$ cat config.mk
export PLATFORM = sky130hd
export DESIGN_NAME = i2c_host_ctrl
export DESIGN_NICKNAME = d
export VERILOG_FILES = /design/src/rtl/i2c_host_ctrl.sv
export SDC_FILE = /design/constraint.sdc
export NUM_CORES = 1
export LEC_CHECK = 0
export CAP_MARGIN = 20
export CELL_PAD_IN_SITES_DETAIL_PLACEMENT = 2
export CELL_PAD_IN_SITES_GLOBAL_PLACEMENT = 2
export CORE_MARGIN = 4
export CORE_UTILIZATION = 37
export DETAILED_ROUTE_END_ITERATION = 8
export PLACE_DENSITY_LB_ADDON = 0.08
export SLEW_MARGIN = 10
export SYNTH_ARGS = -nofsm -noshare
export SYNTH_HDL_FRONTEND = slang
export SYNTH_SLANG_ARGS = --single-unit
$ cat constraint.sdc
create_clock -name clk_50M -period 3 [get_ports clk_50M]
set_input_delay 0.3 -clock clk_50M [delete_from_list [all_inputs] [get_ports clk_50M]]
set_output_delay 0.3 -clock clk_50M [all_outputs]
set_load 0.005 [all_outputs]
$ cat src/rtl/i2c_host_ctrl.sv
// i2c_host_ctrl: single-master I2C controller issuing one-byte register
// reads and writes (8-bit register address) to a 7-bit-addressed target.
module i2c_host_ctrl #(
    parameter int unsigned CLK_DIV  = 125,
    parameter logic [6:0]  SLV_ADDR = 7'h50
) (
    input  logic       clk_50M,
    input  logic       rst_n,
    input  logic       cmd_valid,
    output logic       cmd_ready,
    input  logic       cmd_rw,
    input  logic [7:0] cmd_addr,
    input  logic [7:0] cmd_wdata,
    output logic       rsp_valid,
    output logic [7:0] rsp_rdata,
    output logic       rsp_nack,
    output logic       busy,
    output logic       SCL_out,
    output logic       SDA_out,
    input  logic       SDA_in
);

    localparam int unsigned DIV_W = $clog2(CLK_DIV);
    localparam logic [DIV_W-1:0] DIV_LAST = DIV_W'(CLK_DIV - 1);

    // Which byte of the sequence is currently on the wire
    localparam logic [1:0] B_ADDR_W = 2'd0;
    localparam logic [1:0] B_REG    = 2'd1;
    localparam logic [1:0] B_WDATA  = 2'd2;
    localparam logic [1:0] B_ADDR_R = 2'd3;

    typedef enum logic [3:0] {
        IDLE, START, TX_BYTE, RX_ACK, RSTART, RX_BYTE, TX_NACK, STOP, DONE
    } state_t;

    state_t           state_q, state_d;
    logic [DIV_W-1:0] div_q, div_d;
    logic [1:0]       qtr_q, qtr_d;
    logic [2:0]       bit_q, bit_d;
    logic [7:0]       shift_q, shift_d;
    logic [1:0]       byte_q, byte_d;
    logic             rw_q, rw_d;
    logic [7:0]       addr_q, addr_d;
    logic [7:0]       wdata_q, wdata_d;
    logic             ack_q, ack_d;
    logic             cmd_ready_q, cmd_ready_d;
    logic             busy_q, busy_d;
    logic             rsp_valid_q, rsp_valid_d;
    logic [7:0]       rsp_rdata_q, rsp_rdata_d;
    logic             rsp_nack_q, rsp_nack_d;
    logic             scl_q, scl_d;
    logic             sda_q, sda_d;

    logic accept;
    logic tick;
    logic qtr_end;
    logic sample;

    assign accept  = cmd_valid & cmd_ready_q;
    assign tick    = (div_q == DIV_LAST);
    assign qtr_end = tick && (qtr_q == 2'd3);
    assign sample  = tick && (qtr_q == 2'd2);

    assign cmd_ready = cmd_ready_q;
    assign busy      = busy_q;
    assign rsp_valid = rsp_valid_q;
    assign rsp_rdata = rsp_rdata_q;
    assign rsp_nack  = rsp_nack_q;
    assign SCL_out   = scl_q;
    assign SDA_out   = sda_q;

    // State and datapath registers; reset releases both bus lines at once
    always_ff @(posedge clk_50M or negedge rst_n) begin
        if (!rst_n) begin
            state_q     <= IDLE;
            div_q       <= '0;
            qtr_q       <= 2'd0;
            bit_q       <= 3'd0;
            shift_q     <= 8'd0;
            byte_q      <= B_ADDR_W;
            rw_q        <= 1'b0;
            addr_q      <= 8'd0;
            wdata_q     <= 8'd0;
            ack_q       <= 1'b0;
            cmd_ready_q <= 1'b1;
            busy_q      <= 1'b0;
            rsp_valid_q <= 1'b0;
            rsp_rdata_q <= 8'd0;
            rsp_nack_q  <= 1'b0;
            scl_q       <= 1'b1;
            sda_q       <= 1'b1;
        end else begin
            state_q     <= state_d;
            div_q       <= div_d;
            qtr_q       <= qtr_d;
            bit_q       <= bit_d;
            shift_q     <= shift_d;
            byte_q      <= byte_d;
            rw_q        <= rw_d;
            addr_q      <= addr_d;
            wdata_q     <= wdata_d;
            ack_q       <= ack_d;
            cmd_ready_q <= cmd_ready_d;
            busy_q      <= busy_d;
            rsp_valid_q <= rsp_valid_d;
            rsp_rdata_q <= rsp_rdata_d;
            rsp_nack_q  <= rsp_nack_d;
            scl_q       <= scl_d;
            sda_q       <= sda_d;
        end
    end

    // Next-state, quarter timing, shifting and registered output levels
    always_comb begin
        state_d     = state_q;
        div_d       = div_q;
        qtr_d       = qtr_q;
        bit_d       = bit_q;
        shift_d     = shift_q;
        byte_d      = byte_q;
        rw_d        = rw_q;
        addr_d      = addr_q;
        wdata_d     = wdata_q;
        ack_d       = ack_q;
        rsp_valid_d = 1'b0;
        rsp_rdata_d = rsp_rdata_q;
        rsp_nack_d  = rsp_nack_q;
        scl_d       = 1'b1;
        sda_d       = 1'b1;

        if (state_q != IDLE) begin
            div_d = tick ? '0 : div_q + DIV_W'(1);
            if (tick) begin
                qtr_d = qtr_q + 2'd1;
            end
        end

        unique case (state_q)
            IDLE: begin
                if (accept) begin
                    state_d     = START;
                    div_d       = '0;
                    qtr_d       = 2'd0;
                    rw_d        = cmd_rw;
                    addr_d      = cmd_addr;
                    wdata_d     = cmd_wdata;
                    rsp_rdata_d = 8'd0;
                    rsp_nack_d  = 1'b0;
                end
            end
            START: begin
                if (qtr_end) begin
                    state_d = TX_BYTE;
                    shift_d = {SLV_ADDR, 1'b0};
                    bit_d   = 3'd7;
                    byte_d  = B_ADDR_W;
                end
            end
            TX_BYTE: begin
                if (qtr_end) begin
                    if (bit_q == 3'd0) begin
                        state_d = RX_ACK;
                    end else begin
                        shift_d = {shift_q[6:0], 1'b0};
                        bit_d   = bit_q - 3'd1;
                    end
                end
            end
            RX_ACK: begin
                if (sample) begin
                    ack_d = SDA_in;
                end
                if (qtr_end) begin
                    bit_d = 3'd7;
                    if (ack_q) begin
                        rsp_nack_d = 1'b1;
                        state_d    = STOP;
                    end else begin
                        unique case (byte_q)
                            B_ADDR_W: begin
                                state_d = TX_BYTE;
                                shift_d = addr_q;
                                byte_d  = B_REG;
                            end
                            B_REG: begin
                                if (rw_q) begin
                                    state_d = RSTART;
                                end else begin
                                    state_d = TX_BYTE;
                                    shift_d = wdata_q;
                                    byte_d  = B_WDATA;
                                end
                            end
                            B_WDATA:  state_d = STOP;
                            B_ADDR_R: state_d = RX_BYTE;
                            default:  state_d = STOP;
                        endcase
                    end
                end
            end
            RSTART: begin
                if (qtr_end) begin
                    state_d = TX_BYTE;
                    shift_d = {SLV_ADDR, 1'b1};
                    bit_d   = 3'd7;
                    byte_d  = B_ADDR_R;
                end
            end
            RX_BYTE: begin
                if (sample) begin
                    shift_d = {shift_q[6:0], SDA_in};
                end
                if (qtr_end) begin
                    if (bit_q == 3'd0) begin
                        state_d = TX_NACK;
                    end else begin
                        bit_d = bit_q - 3'd1;
                    end
                end
            end
            TX_NACK: begin
                if (qtr_end) begin
                    state_d = STOP;
                end
            end
            STOP: begin
                if (qtr_end) begin
                    state_d = DONE;
                end
            end
            DONE: begin
                state_d     = IDLE;
                rsp_valid_d = 1'b1;
                rsp_rdata_d = (rw_q && !rsp_nack_q) ? shift_q : 8'd0;
            end
            default: state_d = IDLE;
        endcase

        // Line levels for the quarter that begins after this edge
        unique case (state_d)
            START: begin
                scl_d = (qtr_d != 2'd3);
                sda_d = (qtr_d < 2'd2);
            end
            TX_BYTE: begin
                scl_d = qtr_d[0] ^ qtr_d[1];
                sda_d = shift_d[7];
            end
            RX_ACK, RX_BYTE, TX_NACK: begin
                scl_d = qtr_d[0] ^ qtr_d[1];
                sda_d = 1'b1;
            end
            RSTART: begin
                scl_d = qtr_d[0] ^ qtr_d[1];
                sda_d = (qtr_d < 2'd2);
            end
            STOP: begin
                scl_d = (qtr_d != 2'd0);
                sda_d = (qtr_d >= 2'd2);
            end
            default: begin
                scl_d = 1'b1;
                sda_d = 1'b1;
            end
        endcase
    end

    assign cmd_ready_d = (state_d == IDLE) && (state_q != DONE);
    assign busy_d      = (state_d != IDLE);

endmodule

; Yosys cells after proc, flatten, opt, wreduce, memory -nomap -nowiden
; Cells that the tools add are included.
[word_totals]
wordCells = 143
out_inout_bits = 14
reg_bits = 58
[classes]
addsub = 3
n_bitwise = 2
mux = 52
n_reduce_logical = 29
eq_ne = 37
n_lt_le_gt_ge = 2
[op_table]
columns = operator, n
row1 = $mux W8, 10
row2 = $mux W4, 10
row3 = $pmux W8 S5, 1
row4 = $eq A4 B3 Y1 const B, 8
row5 = $pmux W8 S2, 2
row6 = $mux W7, 4
row7 = $pmux W4 S7, 1
row8 = $ne A2 B2 Y1 const B, 11
row9 = $mux W2, 9
row10 = $eq A4 B2 Y1 const B, 4
row11 = $pmux W4 S4, 1
row12 = $mux W3, 4
row13 = $reduce_and A10 Y1, 1
row14 = $eq A2 B2 Y1 const B, 4
row15 = $eq A4 B1 Y1 const B, 2
row16 = $logic_not A4 Y1, 2
row17 = $reduce_and A4 Y1, 2
row18 = $reduce_bool A2 Y1, 4
row19 = $reduce_bool A4 Y1, 2
row20 = $add A7 B1 Y7 const B, 1
row21 = $eq A7 B7 Y1 const B, 1
row22 = $reduce_and A7 Y1, 1
row23 = $pmux W1 S3, 2
row24 = $pmux W2 S3, 1
row25 = other kinds (26), 37

; Longest topological paths before layout
[logic_depth]
word_depth = 8
mapped_depth = 13
depth_no_buf = 12

; Worst setup path before layout
; Ideal clock, no wire load.
[synth_path]
kind = reg2reg
from = register div_q[0]
to = register scl_q (netlist: SCL_out)
synth_period_minus_slack_ns = 2.295
path_slack_ns = 0.705
arrival_time_ns = 2.220
stages_incl_launch_ff = 13
required_ns = 2.925
n_path_buf = 1
cell_sequence = dfrtp_1 -> inv_1 -> ha_1 -> and2_1 -> and2_1 -> clkbuf_1 -> nand2_1 -> o21ai_1 -> nor2_1 -> o21bai_1 -> ha_1 -> o21a_1 -> a2bb2oi_1
[synth_via]
elab_chain_cells = 7
word_cells_on_any_way = 25
classes_between = 9 x eq/ne / 12 x mux / 1 x bitwise / 3 x reduce/logical
[synth_lines]
columns = element, line
row1 = "start, declared", 37  ; logic [DIV_W-1:0] div_q, div_d;
row2 = "start signal, assigned", 94  ; div_q <= div_d;
row3 = $eq A7 B7 Y1 *, 60  ; assign tick = (div_q == DIV_LAST);
row4 = $mux W2 *, 133  ; if (tick) begin
row5 = $mux W2 *, 131  ; if (state_q != IDLE) begin
row6 = $mux W2, 140  ; if (accept) begin
row7 = $mux W2 *, 138  ; unique case (state_q)
row8 = named net qtr_d[0], 38  ; logic [1:0] qtr_q, qtr_d;
row9 = "$ne A2 B2 Y1, or another cell as far along", 242  ; scl_d = (qtr_d != 2'd3);
row10 = $pmux W1 S3 *, 240  ; unique case (state_d)
row11 = named net scl_d, 51  ; logic scl_q, scl_d;
row12 = "end signal, assigned", 108  ; scl_q <= scl_d;
row13 = "end, declared", 51
; The timed path passes the listed nets; every way through them passes the cells marked *.
; A chain may end at the register's enable or synchronous reset.

; Worst setup path after layout
[layout_path]
from = register div_q[0]
to = register sda_q (netlist: SDA_out)
[layout_via]
elab_chain_cells = 7
word_cells_on_any_way = 28
classes_between = 2 x order compare / 5 x eq/ne / 18 x mux / 3 x reduce/logical
[layout_lines]
columns = element, line
row1 = $eq A7 B7 Y1 *, 60
row2 = $logic_and A1 B1 Y1 / $mux W2 (equally long branches), "61, 133"
row3 = "$mux W4, or another cell as far along", 227  ; if (qtr_end) begin
row4 = $pmux W4 S7 / $mux W2 (equally long branches), "138, 140"
row5 = "$eq A4 B3 Y1, or another cell as far along", 240
row6 = "$reduce_or A2 Y1 (no source line), or another cell as far along", -
row7 = $pmux W1 S3 *, 240
row8 = named net sda_d, 52  ; logic sda_q, sda_d;
row9 = "end signal, assigned", 91  ; sda_q <= 1'b1;
row10 = "end signal, assigned", 109  ; sda_q <= sda_d;
row11 = "end, declared", 52
; The timed path passes the listed nets; every way through them passes the cells marked *. The select of a mux whose other input is x is not followed.

==> results.sh <==
export IMPL_ctsResizeCount=0
export IMPL_synth_edff_count=0
export IMPL_row_count=33
export IMPL_hold_violations=0
export IMPL_layout_nets=360
export IMPL_die_width_um=100.8
export IMPL_ys_top_cells_by_count="55 x dfrtp_1, 19 x nand2_1, 18 x nor2_1, 15 x mux2_1, 13 x o21ai_0"
export IMPL_portBuffers=34
export IMPL_end_kind="register"
export IMPL_hold_path_class="in -> async"
export IMPL_start_util=0.3840
export IMPL_insertion_delay_ns=0.34
export IMPL_finalWirelength_mm=8.876
export IMPL_p_per_area_nw_per_um2=670.9
export IMPL_synth_top_area_frac=0.4319
export IMPL_vias=2424
export IMPL_area_delta_synth_final_pct=19.98
export IMPL_dp_cells=423
export IMPL_pin_count=35
export IMPL_drc_errors=0
export IMPL_num_antenna_cells=0
export IMPL_clock_path_buffers=2
export IMPL_synth_top_cells_by_area="dfrtp_1 43%, mux2_1 5.3%, ha_1 3.5%"
export IMPL_ant_nets=0
export IMPL_status="completed"
export IMPL_fin_crit_sh=0.8929
export IMPL_worstPathRequired_ns=3.24
export IMPL_grt_max_degree=33
export IMPL_crit_fanout=6
export IMPL_gp_congestion=0.7775
export IMPL_hpwl_mm=6.314
export IMPL_whs_ns=0.3597
export IMPL_core_area_um2=8299
export IMPL_clk_pin_slew_ns=0.07
export IMPL_worstMarginPinSlew_ns=0.8271
export IMPL_clockRootBuffer="clkbuf_8"
export IMPL_design_die_area_um2=10160
export IMPL_cp_start_kind="register"
export IMPL_drv_slew=0
export IMPL_grt_pass1_vias=2677
export IMPL_layout_drive_gt1_share=0.1642
export IMPL_ys_seq_area_frac=0.4566
export IMPL_synth_nets=323
export IMPL_async_reset_ff_frac=1.000
export IMPL_cts_sinks=58
export IMPL_rsz0062_at_grt="no"
export IMPL_slew_headroom=0.4435
export IMPL_syn_cell_area_um2=3187
export IMPL_timing_setup_tns_ns=0
export IMPL_grt_pass1_wl_mm=14.68
export IMPL_fin_cells=440
export IMPL_yosys_cell_types_count=68
export IMPL_max_freq_ghz=0.3733
export IMPL_drt_first_pass_iters=4
export IMPL_grt_ovfl_total=0
export IMPL_drv_cap=0
export IMPL_synthCells=293
export IMPL_synth_area_per_cell_um2=10.88
export IMPL_max_vdd_ir_drop_mv=0.3511
export IMPL_post_route_min_period_ns=2.679
export IMPL_cts_tree="built"
export IMPL_total_power_mw=2.565
export IMPL_dominantRegCellSynth="dfrtp_1"
export IMPL_grt_usage=0.1881
export IMPL_first_iter_violations=79
export IMPL_synth_area_leader_cell="dfrtp_1"
export IMPL_htree_levels=3
export IMPL_cts_made_buffers=9
export IMPL_leakage_nw=1.625
export IMPL_setup_viol=0
export IMPL_path_class="reg -> reg"
export IMPL_synth_seq_cells=58
export IMPL_die_h_um=100.8
export IMPL_antenna_found_initial=0
export IMPL_wire_per_inst_um=20.17
export IMPL_cp_arrival_ns=2.92
export IMPL_yosysWarningCount=0
export IMPL_finClkSkew_ns=0.008887
export IMPL_post_synth_top_count_cell="dfrtp_1"
export IMPL_via_per_inst=5.509
-- critical path, stage by stage (launching register included) --
cell      delay (ns)
dfrtp_1         0.43
inv_1           0.10
ha_1            0.20
and2_1          0.20
and2_1          0.34
nand2_1         0.12
o21ai_1         0.27
nor2_1          0.11
a31oi_1         0.26
ha_1            0.21
nor3_2          0.05
a221oi_2        0.31
-- power by group --
group / switching (mW) / internal (mW) / total [mW]
clock network: 0.331 / 0.428 / 0.759
registers: 0.150 / 0.977 / 1.13
logic: 0.351 / 0.328 / 0.679
-- state kept, by name (all words and copies together), names as in the netlist --
register   count
SCL_out        1
SDA_out        1
ack_q          1
addr_q         8
bit_q          3
busy           1
byte_q         2
cmd_ready      1
div_q          7
qtr_q          2
rsp_nack       1
rsp_rdata      8
rsp_valid      1
rw_q           1
shift_q        8
state_q        4
wdata_q        8
-- worst paths after layout --
path                            from   endpoint  slack (ns)  cells past startpoint
setup / recovery            div_q[0]    SDA_out        0.32                     11
hold / removal                 rst_n   bit_q[2]        0.36                      2
setup reg to reg            div_q[0]    SDA_out        0.32                     11
hold reg to reg            addr_q[7]  addr_q[7]        0.50                      1
max in group asynchronous      rst_n    SDA_out        1.90                      3
min in group clk_50M       addr_q[7]  addr_q[7]        0.50                      1
-- stage by stage --
stage	utilization	worst slack, ns	cell area, µm²
2_1_floorplan	-	0.7051	3187
3_3_place_gp	0.4348	0.4633	3608
3_5_place_dp	0.4348	0.3711	3608
4_1_cts	0.4607	0.2839	3824
5_1_grt	0.4607	0.01566	3824
6_report	0.4607	0.3213	3824
-- cell families after synthesis --
kind of cell	share of synthesized area
xor gates and xnor gates	0.01924
adders and majority gates	0.03534
and+or+nand+nor	0.1665
DFF	0.4566
muxes	0.09148
AOI/OAI and AO/OA	0.1838
buffers and inverters	0.04711
-- placed cells by master, fill, tap and decap left out, types with 3 or more instances in the layout --
master           synthesis  final
a31oi_1                  6      6
inv_1                   11     11
nand2_1                 19     19
nor3b_1                  4      4
a22o_1                  10     10
dfstp_2                  3      3
mux2_2                  10     10
xor2_1                   5      5
o21ai_0                 13     13
a22oi_1                  8      8
nand3_1                 11     11
o31ai_1                  3      3
nor2_1                  18     18
and2_1                   3      3
a21oi_1                  8      8
dfrtp_1                 55     55
nand4_1                  3      3
o21ai_1                  3      3
buf_4                    3      8
ha_1                     9      9
mux2_1                  15     15
nor2b_1                  3      3
clkdlybuf4s50_1          0     33
clkbuf_8                 0     11
nand2b_1                 5      5
-- per-layer routing --
metal  global-route usage  up-vias  share of wire
met4              0.06632        0          0.010
li1                     -     1156              -
met1               0.2690     1218           0.51
met5                    0        -              0
met2               0.2871       44           0.46
met3              0.03045        6          0.026
-- repair_timing --
| action | 4_1_cts | 5_1_grt |
|---|---|---|
| endpoints found under the hold margin | 9 | 0 |
| setup buffers | 0 | 0 |
| hold buffers | 1 | 0 |
-- layout make-up --
cell class                 count  area [µm²]
tap                          105       131.4
clock inverter                 4       50.05
inverter                      12       45.04
timing repair buffer          43       405.4
sequential                    58        1455
fill                         864        4476
clock buffer                  12       155.1
multi-input combinational    206        1582
No activity file was read; power rests on OpenSTA's default activity.
